==> config.mk <==
export PLATFORM = sky130hd
export DESIGN_NAME = multiplier_arbiter_flat
export DESIGN_NICKNAME = d
export VERILOG_FILES = /design/src/rtl/multiplier_arbiter_if.sv /design/src/rtl/multiplier_arbiter.sv /design/src/flat_wrapper.sv
export SDC_FILE = /design/constraint.sdc
export NUM_CORES = 1
export LEC_CHECK = 0
export ABC_AREA = 1
export BUFFER_PORTS_ARGS = -buffer_cell sky130_fd_sc_hd__buf_2
export CAP_MARGIN = 20
export CORE_UTILIZATION = 40
export DETAILED_ROUTE_END_ITERATION = 7
export PLACE_DENSITY = 0.68
export SLEW_MARGIN = 5
export SYNTH_ARGS = -nofsm -noshare
export SYNTH_HDL_FRONTEND = slang
export SYNTH_SLANG_ARGS = --single-unit
==> constraint.sdc <==
create_clock -name clk -period 4.2 [get_ports clk]
set_input_delay 0.42 -clock clk [delete_from_list [all_inputs] [get_ports clk]]
set_output_delay 0.42 -clock clk [all_outputs]
set_load 0.01 [all_outputs]
==> src/rtl/multiplier_arbiter_if.sv <==
`timescale 1ns/1ps
`default_nettype none
// ============================================================================
// Module   : multiplier_arbiter_if
// Brief    : Requester bus plus shared-multiplier handshake for the arbiter.
// Revision : 1.0
// ============================================================================
interface multiplier_arbiter_if #(
    parameter int NUM_REQ = 4,
    parameter int ID_W    = 2,
    parameter int DATA_W  = 8
);
    logic [NUM_REQ-1:0]        req;
    logic [NUM_REQ*DATA_W-1:0] op_a;
    logic [NUM_REQ*DATA_W-1:0] op_b;
    logic [NUM_REQ-1:0]        ack;
    logic [2*DATA_W-1:0]       result;
    logic [ID_W-1:0]           result_id;
    logic                      err;
    logic                      busy;
    logic                      mult_start;
    logic [DATA_W-1:0]         mult_a;
    logic [DATA_W-1:0]         mult_b;
    logic                      mult_done;
    logic [2*DATA_W-1:0]       mult_product;

    // Arbiter side
    modport slave (
        input  req, op_a, op_b, mult_done, mult_product,
        output ack, result, result_id, err, busy, mult_start, mult_a, mult_b
    );

    // Requesters and multiplier side
    modport master (
        output req, op_a, op_b, mult_done, mult_product,
        input  ack, result, result_id, err, busy, mult_start, mult_a, mult_b
    );
endinterface
`default_nettype wire

==> src/rtl/multiplier_arbiter.sv <==
`timescale 1ns/1ps
`default_nettype none
// ============================================================================
// Module   : multiplier_arbiter
// Brief    : Round-robin sharing of one multiplier with a hang watchdog.
// Revision : 1.0
// ============================================================================
module multiplier_arbiter #(
    parameter int NUM_REQ = 4,
    parameter int ID_W    = 2,
    parameter int DATA_W  = 8,
    parameter int TIMEOUT = 255
) (
    input  logic                 clk,
    input  logic                 rst_n,
    multiplier_arbiter_if.slave  bus
);

    typedef enum logic [1:0] {
        S_IDLE = 2'd0,
        S_RUN  = 2'd1,
        S_DONE = 2'd2
    } state_t;

    state_t              state_q, state_d;
    logic [ID_W-1:0]     rr_ptr_q, rr_ptr_d;
    logic [ID_W-1:0]     grant_id_q, grant_id_d;
    logic [ID_W-1:0]     result_id_q, result_id_d;
    logic [DATA_W-1:0]   mult_a_q, mult_a_d;
    logic [DATA_W-1:0]   mult_b_q, mult_b_d;
    logic [2*DATA_W-1:0] result_q, result_d;
    logic                mult_start_q, mult_start_d;
    logic                timeout_q, timeout_d;
    logic [7:0]          wdog_q, wdog_d;

    logic [DATA_W-1:0]   w_op_a [NUM_REQ];
    logic [DATA_W-1:0]   w_op_b [NUM_REQ];
    logic                w_found;
    logic [ID_W-1:0]     w_pick;
    logic [ID_W:0]       w_scan;

    for (genvar k = 0; k < NUM_REQ; k++) begin : g_unpack
        assign w_op_a[k] = bus.op_a[k*DATA_W +: DATA_W];
        assign w_op_b[k] = bus.op_b[k*DATA_W +: DATA_W];
    end

    // First active request at or above rr_ptr, wrapping past NUM_REQ-1
    always_comb begin : p_arb
        w_found = 1'b0;
        w_pick  = '0;
        w_scan  = '0;
        for (int i = 0; i < NUM_REQ; i++) begin
            w_scan = {1'b0, rr_ptr_q} + (ID_W+1)'(i);
            if (w_scan >= (ID_W+1)'(NUM_REQ)) begin
                w_scan = w_scan - (ID_W+1)'(NUM_REQ);
            end
            if (!w_found && bus.req[w_scan[ID_W-1:0]]) begin
                w_found = 1'b1;
                w_pick  = w_scan[ID_W-1:0];
            end
        end
    end

    always_comb begin : p_fsm
        state_d      = state_q;
        rr_ptr_d     = rr_ptr_q;
        grant_id_d   = grant_id_q;
        result_id_d  = result_id_q;
        mult_a_d     = mult_a_q;
        mult_b_d     = mult_b_q;
        result_d     = result_q;
        mult_start_d = mult_start_q;
        timeout_d    = timeout_q;
        wdog_d       = wdog_q;
        case (state_q)
            S_IDLE: begin
                if (w_found) begin
                    grant_id_d   = w_pick;
                    mult_a_d     = w_op_a[w_pick];
                    mult_b_d     = w_op_b[w_pick];
                    wdog_d       = '0;
                    timeout_d    = 1'b0;
                    mult_start_d = 1'b1;
                    state_d      = S_RUN;
                end
            end
            S_RUN: begin
                if (bus.mult_done) begin
                    result_d     = bus.mult_product;
                    result_id_d  = grant_id_q;
                    mult_start_d = 1'b0;
                    state_d      = S_DONE;
                end else begin
                    wdog_d = wdog_q + 8'd1;
                    if (wdog_d == 8'(TIMEOUT)) begin
                        result_d     = '0;
                        result_id_d  = grant_id_q;
                        timeout_d    = 1'b1;
                        mult_start_d = 1'b0;
                        state_d      = S_DONE;
                    end
                end
            end
            S_DONE: begin
                rr_ptr_d = (grant_id_q == ID_W'(NUM_REQ-1)) ? '0 : grant_id_q + ID_W'(1);
                state_d  = S_IDLE;
            end
            default: begin
                state_d = S_IDLE;
            end
        endcase
    end

    always_ff @(posedge clk or negedge rst_n) begin
        if (!rst_n) begin
            state_q      <= S_IDLE;
            rr_ptr_q     <= '0;
            grant_id_q   <= '0;
            result_id_q  <= '0;
            mult_a_q     <= '0;
            mult_b_q     <= '0;
            result_q     <= '0;
            mult_start_q <= 1'b0;
            timeout_q    <= 1'b0;
            wdog_q       <= '0;
        end else begin
            state_q      <= state_d;
            rr_ptr_q     <= rr_ptr_d;
            grant_id_q   <= grant_id_d;
            result_id_q  <= result_id_d;
            mult_a_q     <= mult_a_d;
            mult_b_q     <= mult_b_d;
            result_q     <= result_d;
            mult_start_q <= mult_start_d;
            timeout_q    <= timeout_d;
            wdog_q       <= wdog_d;
        end
    end

    assign bus.ack        = (state_q == S_DONE) ? (NUM_REQ'(1) << grant_id_q) : '0;
    assign bus.err        = (state_q == S_DONE) && timeout_q;
    assign bus.busy       = (state_q != S_IDLE);
    assign bus.result     = result_q;
    assign bus.result_id  = result_id_q;
    assign bus.mult_start = mult_start_q;
    assign bus.mult_a     = mult_a_q;
    assign bus.mult_b     = mult_b_q;

endmodule
`default_nettype wire
==> src/flat_wrapper.sv <==
// flat-port wrapper written by rule: the top's interface ports become plain ports
module multiplier_arbiter_flat 
#(
    parameter int NUM_REQ = 4,
    parameter int ID_W    = 2,
    parameter int DATA_W  = 8,
    parameter int TIMEOUT = 255
)
  (clk, rst_n, bus_req, bus_op_a, bus_op_b, bus_mult_done, bus_mult_product, bus_ack, bus_result, bus_result_id, bus_err, bus_busy, bus_mult_start, bus_mult_a, bus_mult_b);
  multiplier_arbiter_if #(.NUM_REQ(NUM_REQ), .ID_W(ID_W), .DATA_W(DATA_W)) bus_i ();
  input  logic clk;
  input  logic rst_n;
  input wire logic [$bits(bus_i.req)-1:0] bus_req;
  input wire logic [$bits(bus_i.op_a)-1:0] bus_op_a;
  input wire logic [$bits(bus_i.op_b)-1:0] bus_op_b;
  input wire logic [$bits(bus_i.mult_done)-1:0] bus_mult_done;
  input wire logic [$bits(bus_i.mult_product)-1:0] bus_mult_product;
  output wire logic [$bits(bus_i.ack)-1:0] bus_ack;
  output wire logic [$bits(bus_i.result)-1:0] bus_result;
  output wire logic [$bits(bus_i.result_id)-1:0] bus_result_id;
  output wire logic [$bits(bus_i.err)-1:0] bus_err;
  output wire logic [$bits(bus_i.busy)-1:0] bus_busy;
  output wire logic [$bits(bus_i.mult_start)-1:0] bus_mult_start;
  output wire logic [$bits(bus_i.mult_a)-1:0] bus_mult_a;
  output wire logic [$bits(bus_i.mult_b)-1:0] bus_mult_b;
  assign bus_i.req = bus_req;
  assign bus_i.op_a = bus_op_a;
  assign bus_i.op_b = bus_op_b;
  assign bus_i.mult_done = bus_mult_done;
  assign bus_i.mult_product = bus_mult_product;
  assign bus_ack = bus_i.ack;
  assign bus_result = bus_i.result;
  assign bus_result_id = bus_i.result_id;
  assign bus_err = bus_i.err;
  assign bus_busy = bus_i.busy;
  assign bus_mult_start = bus_i.mult_start;
  assign bus_mult_a = bus_i.mult_a;
  assign bus_mult_b = bus_i.mult_b;
  multiplier_arbiter #(.NUM_REQ(NUM_REQ), .ID_W(ID_W), .DATA_W(DATA_W), .TIMEOUT(TIMEOUT)) u_core (.clk(clk), .rst_n(rst_n), .bus(bus_i));
endmodule
After elaboration in Yosys (flattened, before gate mapping). Index checks and enable logic that the tools add are counted.

Bitwise gates (word level): 1. Shift operators: 1. Div/mod/pow operators: 0. Multipliers: 0. Equality and inequality tests: 8. Reductions and logical operators: 17. Mux-type cells: 47. Add/sub/neg operators: 9. $lt $le $gt $ge: 9.

Operators with widths (count): 8-bit 2-to-1 mux (6); 8-bit binary-select mux with 2-bit select (2); 16-bit 2-to-1 mux (2); 2-bit 2-to-1 mux (14); 8-bit one-hot mux with 2 select lines (1); 1-bit 2-to-1 mux (14); 3-bit >= comparator (second input constant) (4); 2-bit by 3-bit less-than comparator with 1-bit output (second input constant) (4); 8-bit by 1-bit adder with 8-bit output (second input constant) (1); 1-bit binary-select mux with 2-bit select (4); 8-bit == test (second input constant) (1); 2-bit by 1-bit subtractor with 2-bit output (second input constant) (4); 2-bit by 2-bit adder with 3-bit output (second input constant) (2); 2-bit AND reduction (3); 3-bit AND reduction (2); 2-bit nonzero test (3); 2-bit == test (second input constant) (2); 1-bit logical AND (4); 4-bit 2-to-1 mux (1); 2-bit by 1-bit != test with 1-bit output (second input constant) (2); 1-bit one-hot mux with 2 select lines (2); 2-bit one-hot mux with 2 select lines (1); 4-bit AND reduction (1); 1-bit by 2-bit << shifter with 4-bit output (first input constant) (1); 9 further kinds (11).

Logic and storage cells: 102. Memories kept: 0. ROM bits: 0. Latch bits: 0. Register bits after elaboration: 50. Bits in writable memories: 0.

Logic depth before layout (Yosys ltp).
Depth in word-level cells: 18. Depth in mapped cells: 15. Depth with buffers taken out: 14.

Least setup slack after synthesis. OpenSTA, ideal clock, no wires.

Kind: reg2reg. Start point: reg u_core.wdog_q[0]. End point: reg u_core.result_q[10], in the netlist u_core.bus.result[10]. Path buffers: 1. Data required time: 4.082 ns. Path slack: 2.438 ns. Data arrival time: 1.644 ns. Stages on the path, launching flop included: 9. Setup time: 0.118 ns. Cells stage by stage: dfrtp_1 > ha_1 > nand4_1 > nand2_1 > nor3_1 > nand4_2 > buf_6 > nand3_1 > nand2_1.

Word-level cells in the longest chain between the ends: 4.

RTL lines: from (decl) (RTL line multiplier_arbiter.sv:34) `logic [7:0] wdog_q, wdog_d;`; from (signal assigned) (RTL line multiplier_arbiter.sv:136) `wdog_q <= wdog_d;`; 8-bit by 1-bit adder with 8-bit output (RTL line multiplier_arbiter.sv:94) `wdog_d = wdog_q + 8'd1;`; 8-bit == test (RTL line multiplier_arbiter.sv:95) `if (wdog_d == 8'(TIMEOUT)) begin`; 2-bit nonzero test (no line); 2-bit AND reduction (no line); to (signal assigned) (RTL line multiplier_arbiter.sv:133) `result_q <= result_d;`; to (decl) (RTL line multiplier_arbiter.sv:31) `logic [2*DATA_W-1:0] result_q, result_d;`.

Every way passes these cells. A chain may end at the register's enable or synchronous reset.

Worst setup path after layout.
Start point: reg u_core.rr_ptr_q[0]. End point: reg u_core.mult_a_q[7], in the netlist u_core.bus.mult_a[7].

Word-level cells in the longest chain between the ends: 18.

RTL lines: from (decl) (RTL line multiplier_arbiter.sv:26) `logic [ID_W-1:0] rr_ptr_q, rr_ptr_d;`; from (signal assigned) (RTL line multiplier_arbiter.sv:128) `rr_ptr_q <= rr_ptr_d;`; branches (longest 18 deep; another with 2-bit by 1-bit adder with 3-bit output); to (signal assigned) (RTL line multiplier_arbiter.sv:131) `mult_a_q <= mult_a_d;`; to (decl) (RTL line multiplier_arbiter.sv:29) `logic [DATA_W-1:0] mult_a_q, mult_a_d;`.

Parallel ways; which one is timed is not known. The select of a mux whose other input is x is not followed.

==> results.sh <==
export IMPL_status="finished clean"
export IMPL_grt_antenna_before_repair=0
export IMPL_ys_top_cells_by_area="dfrtp_1 40%, nand2_1 22%, nand3_1 12%"
export IMPL_wire_per_inst_microns=11.2
export IMPL_drtPass1Iterations=4
export IMPL_clk_pin_slew_ns=0.10
export IMPL_ir_drop_uv=451
export IMPL_rows=32
export IMPL_reg2reg_from="u_core.rr_ptr_q[0]"
export IMPL_setup_ws_ns=1.45
export IMPL_viasPerCell=4.67
export IMPL_cts_resized=0
export IMPL_crit_required_ns=4.45
export IMPL_cp_start_kind="register"
export IMPL_hold_buffers=0
export IMPL_critPathMaxFanout=24
export IMPL_grt_total_usage_pct=19.9
export IMPL_fin_crit_ns=2.75
export IMPL_dpl_instance_area_sq_mm=0.00385
export IMPL_tightest_slew_ns=0.794
export IMPL_drt_iter0_markers=139
export IMPL_dp_hpwl_microns=5980
export IMPL_postCtsSetupRepairBufs=0
export IMPL_maxCapViolCount=0
export IMPL_start_util_pct=41.0
export IMPL_num_io_pins=128
export IMPL_r2r_slack_ns=1.45
export IMPL_syn_num_nets=557
export IMPL_gr_total_overflow=0
export IMPL_yosysSeqAreaShare_pct=39.7
export IMPL_layout_worst_path_cycle_share_pct=65.4
export IMPL_reg2reg_depth=10
export IMPL_ctsRootBufferMaster="clkbuf_8"
export IMPL_coreArea_sq_mm=0.00769
export IMPL_syn_to_final_growth_pct=24.8
export IMPL_fin_nets=680
export IMPL_synth_area_sq_mm=0.00315
export IMPL_ys_seq_elements=50
export IMPL_final_common_cell="nand2_1"
export IMPL_timing_setup_tns_ns=0
export IMPL_wl_microns=7720
export IMPL_pwr_density_cell_mw_per_mm2=725
export IMPL_gp_congestion=0.820
export IMPL_final_cell_mix="181 x nand2_1, 127 x buf_2, 73 x nand3_1"
export IMPL_holdWs_ns=0.199
export IMPL_stdcell_count=690
export IMPL_slew_viol_final=0
export IMPL_portBuffers=127
export IMPL_hold_class="input port to asynchronous set/reset pin"
export IMPL_vias=3220
export IMPL_setup_violations_final=0
export IMPL_critical_path_arrival_ns=3.00
export IMPL_fmax_ghz=0.364
export IMPL_rsz0062_at_grt="false"
export IMPL_yosysTopAreaCell="dfrtp_1"
export IMPL_ant_nets=0
export IMPL_endpoint_kind="register"
export IMPL_p_leak_nw=2.35
export IMPL_drc=0
export IMPL_dpl_cell_count=682
export IMPL_dieWidth_microns=90.8
export IMPL_slew_headroom_pct=47.0
export IMPL_synthesis_instances=464
export IMPL_clk_path_buf_depth=2
export IMPL_cts_tree="done"
export IMPL_fin_skew_ns=0.0106
export IMPL_clock_latency_ns=0.31
export IMPL_ys_types=30
export IMPL_grt_max_degree=51
export IMPL_synth_top_cell_area_share_pct=39.7
export IMPL_path_class="register to register"
export IMPL_num_antenna_cells=0
export IMPL_r2r_end="u_core.bus.mult_a[7]"
export IMPL_htree_levels=2
export IMPL_synth_avg_cell_area_sq_um=6.80
export IMPL_hold_violations=0
export IMPL_die_height_microns=90.8
export IMPL_grt_pass1_wl_microns=13500
export IMPL_layout_drive_gt1_share_pct=28.1
export IMPL_ys_warn_count=0
export IMPL_final_area_sq_mm=0.00394
export IMPL_grt_pass1_vias=3106
export IMPL_pre_cts_ws_ns=1.49
export IMPL_dieArea_sq_mm=0.00824
export IMPL_clkSinkCount=50
export IMPL_cts_inserted_buffers=5
==> cells in the mapped netlist <==
cell,n
a21boi_1,1
a21oi_1,3
a21oi_2,1
buf_2,2
buf_4,5
buf_6,2
clkbuf_1,4
clkinv_1,2
dfrtp_1,50
ha_1,6
inv_1,65
inv_2,4
nand2_1,181
nand2_2,6
nand2_4,2
nand3_1,73
nand3_2,3
nand4_1,1
nand4_2,1
nor2_1,14
nor2_2,4
nor3_1,1
nor3_2,2
o21ai_0,8
o21ai_1,2
o22ai_1,5
or2_0,7
or2_2,6
xnor2_1,1
xor2_1,2
==> worst max path at each step <==
stage,start,end,slack (ns),cells after the start
floorplan,u_core.wdog_q[0],u_core.bus.result[10],2.44,8
global placement,u_core.rr_ptr_q[0],u_core.bus.mult_a[6],1.65,10
detailed placement,u_core.rr_ptr_q[0],u_core.bus.mult_a[7],1.49,10
CTS,u_core.rr_ptr_q[0],u_core.bus.mult_a[0],1.45,10
global route,u_core.rr_ptr_q[0],u_core.bus.mult_a[0],1.10,10
finish,u_core.rr_ptr_q[0],u_core.bus.mult_a[7],1.45,10
==> logic make-up (layout without fill, tap and decap cells) <==
group,count (synthesis),in the layout,share of synthesized area (%)
buf+inv,84,208,11.1
simple gates,301,301,42.4
compound gates,20,20,3.57
fa+ha+maj,6,6,2.38
flops,50,50,39.7
xor+xnor,3,3,0.833
==> state kept, by name (all words and copies together), names as in the netlist <==
signal                 count
u_core.state_q             2
u_core.bus.result         16
u_core.timeout_q           1
u_core.bus.result_id       2
u_core.bus.mult_b          8
u_core.wdog_q              8
u_core.grant_id_q          2
u_core.bus.mult_start      1
u_core.bus.mult_a          8
u_core.rr_ptr_q            2
==> layout make-up <==
cell class,count,area [sq um]
fillers,801,3750
multi-input cells,330,1550
flip-flops and latches,50,1250
repair buffers,129,651
inverters,71,267
well taps,102,128
clock buffers,6,72.6
clock inverters,2,17.5
==> where the power goes <==
| part | internal [W] | total [W] | switching (W) |
|---|---|---|---|
| sequential | 0.000695 | 0.000846 | 0.000150 |
| clock | 0.000121 | 0.000289 | 0.000167 |
| combinational | 0.000600 | 0.00172 | 0.00112 |
| total | 0.00142 | 0.00286 | 0.00144 |
==> routing by layer <==
metal | vias to the layer above | part of all wire (%) | wire [microns] | global-route usage (%)
met5 | - | 0 | 0 | 0
met4 | 0 | 0.92 | 71 | 4.23
met3 | 8 | 5.5 | 428 | 3.87
met2 | 101 | 48 | 3670 | 34.9
met1 | 1437 | 46 | 3550 | 25.3
li1 | 1674 | - | - | -
==> stage by stage <==
step	total power (W)	utilization (%)
after floorplan	0.00215	-
after global placement	0.00255	50.0
after detailed placement	0.00259	50.0
after CTS	0.00288	51.2
after global routing	0.00317	51.2
final	0.00286	51.2
==> worst max-delay path, stage by stage, from the launching register on <==
cell     delay [ns]
dfrtp_1        0.59
inv_2          0.15
nand2_1        0.10
nand2_2        0.08
o21ai_1        0.21
inv_1          0.08
nand3_1        0.10
nand2_1        0.47
nor2_2         0.64
nand3_1        0.16
nand3_1        0.10
Power figures use the tool's default switching activity.
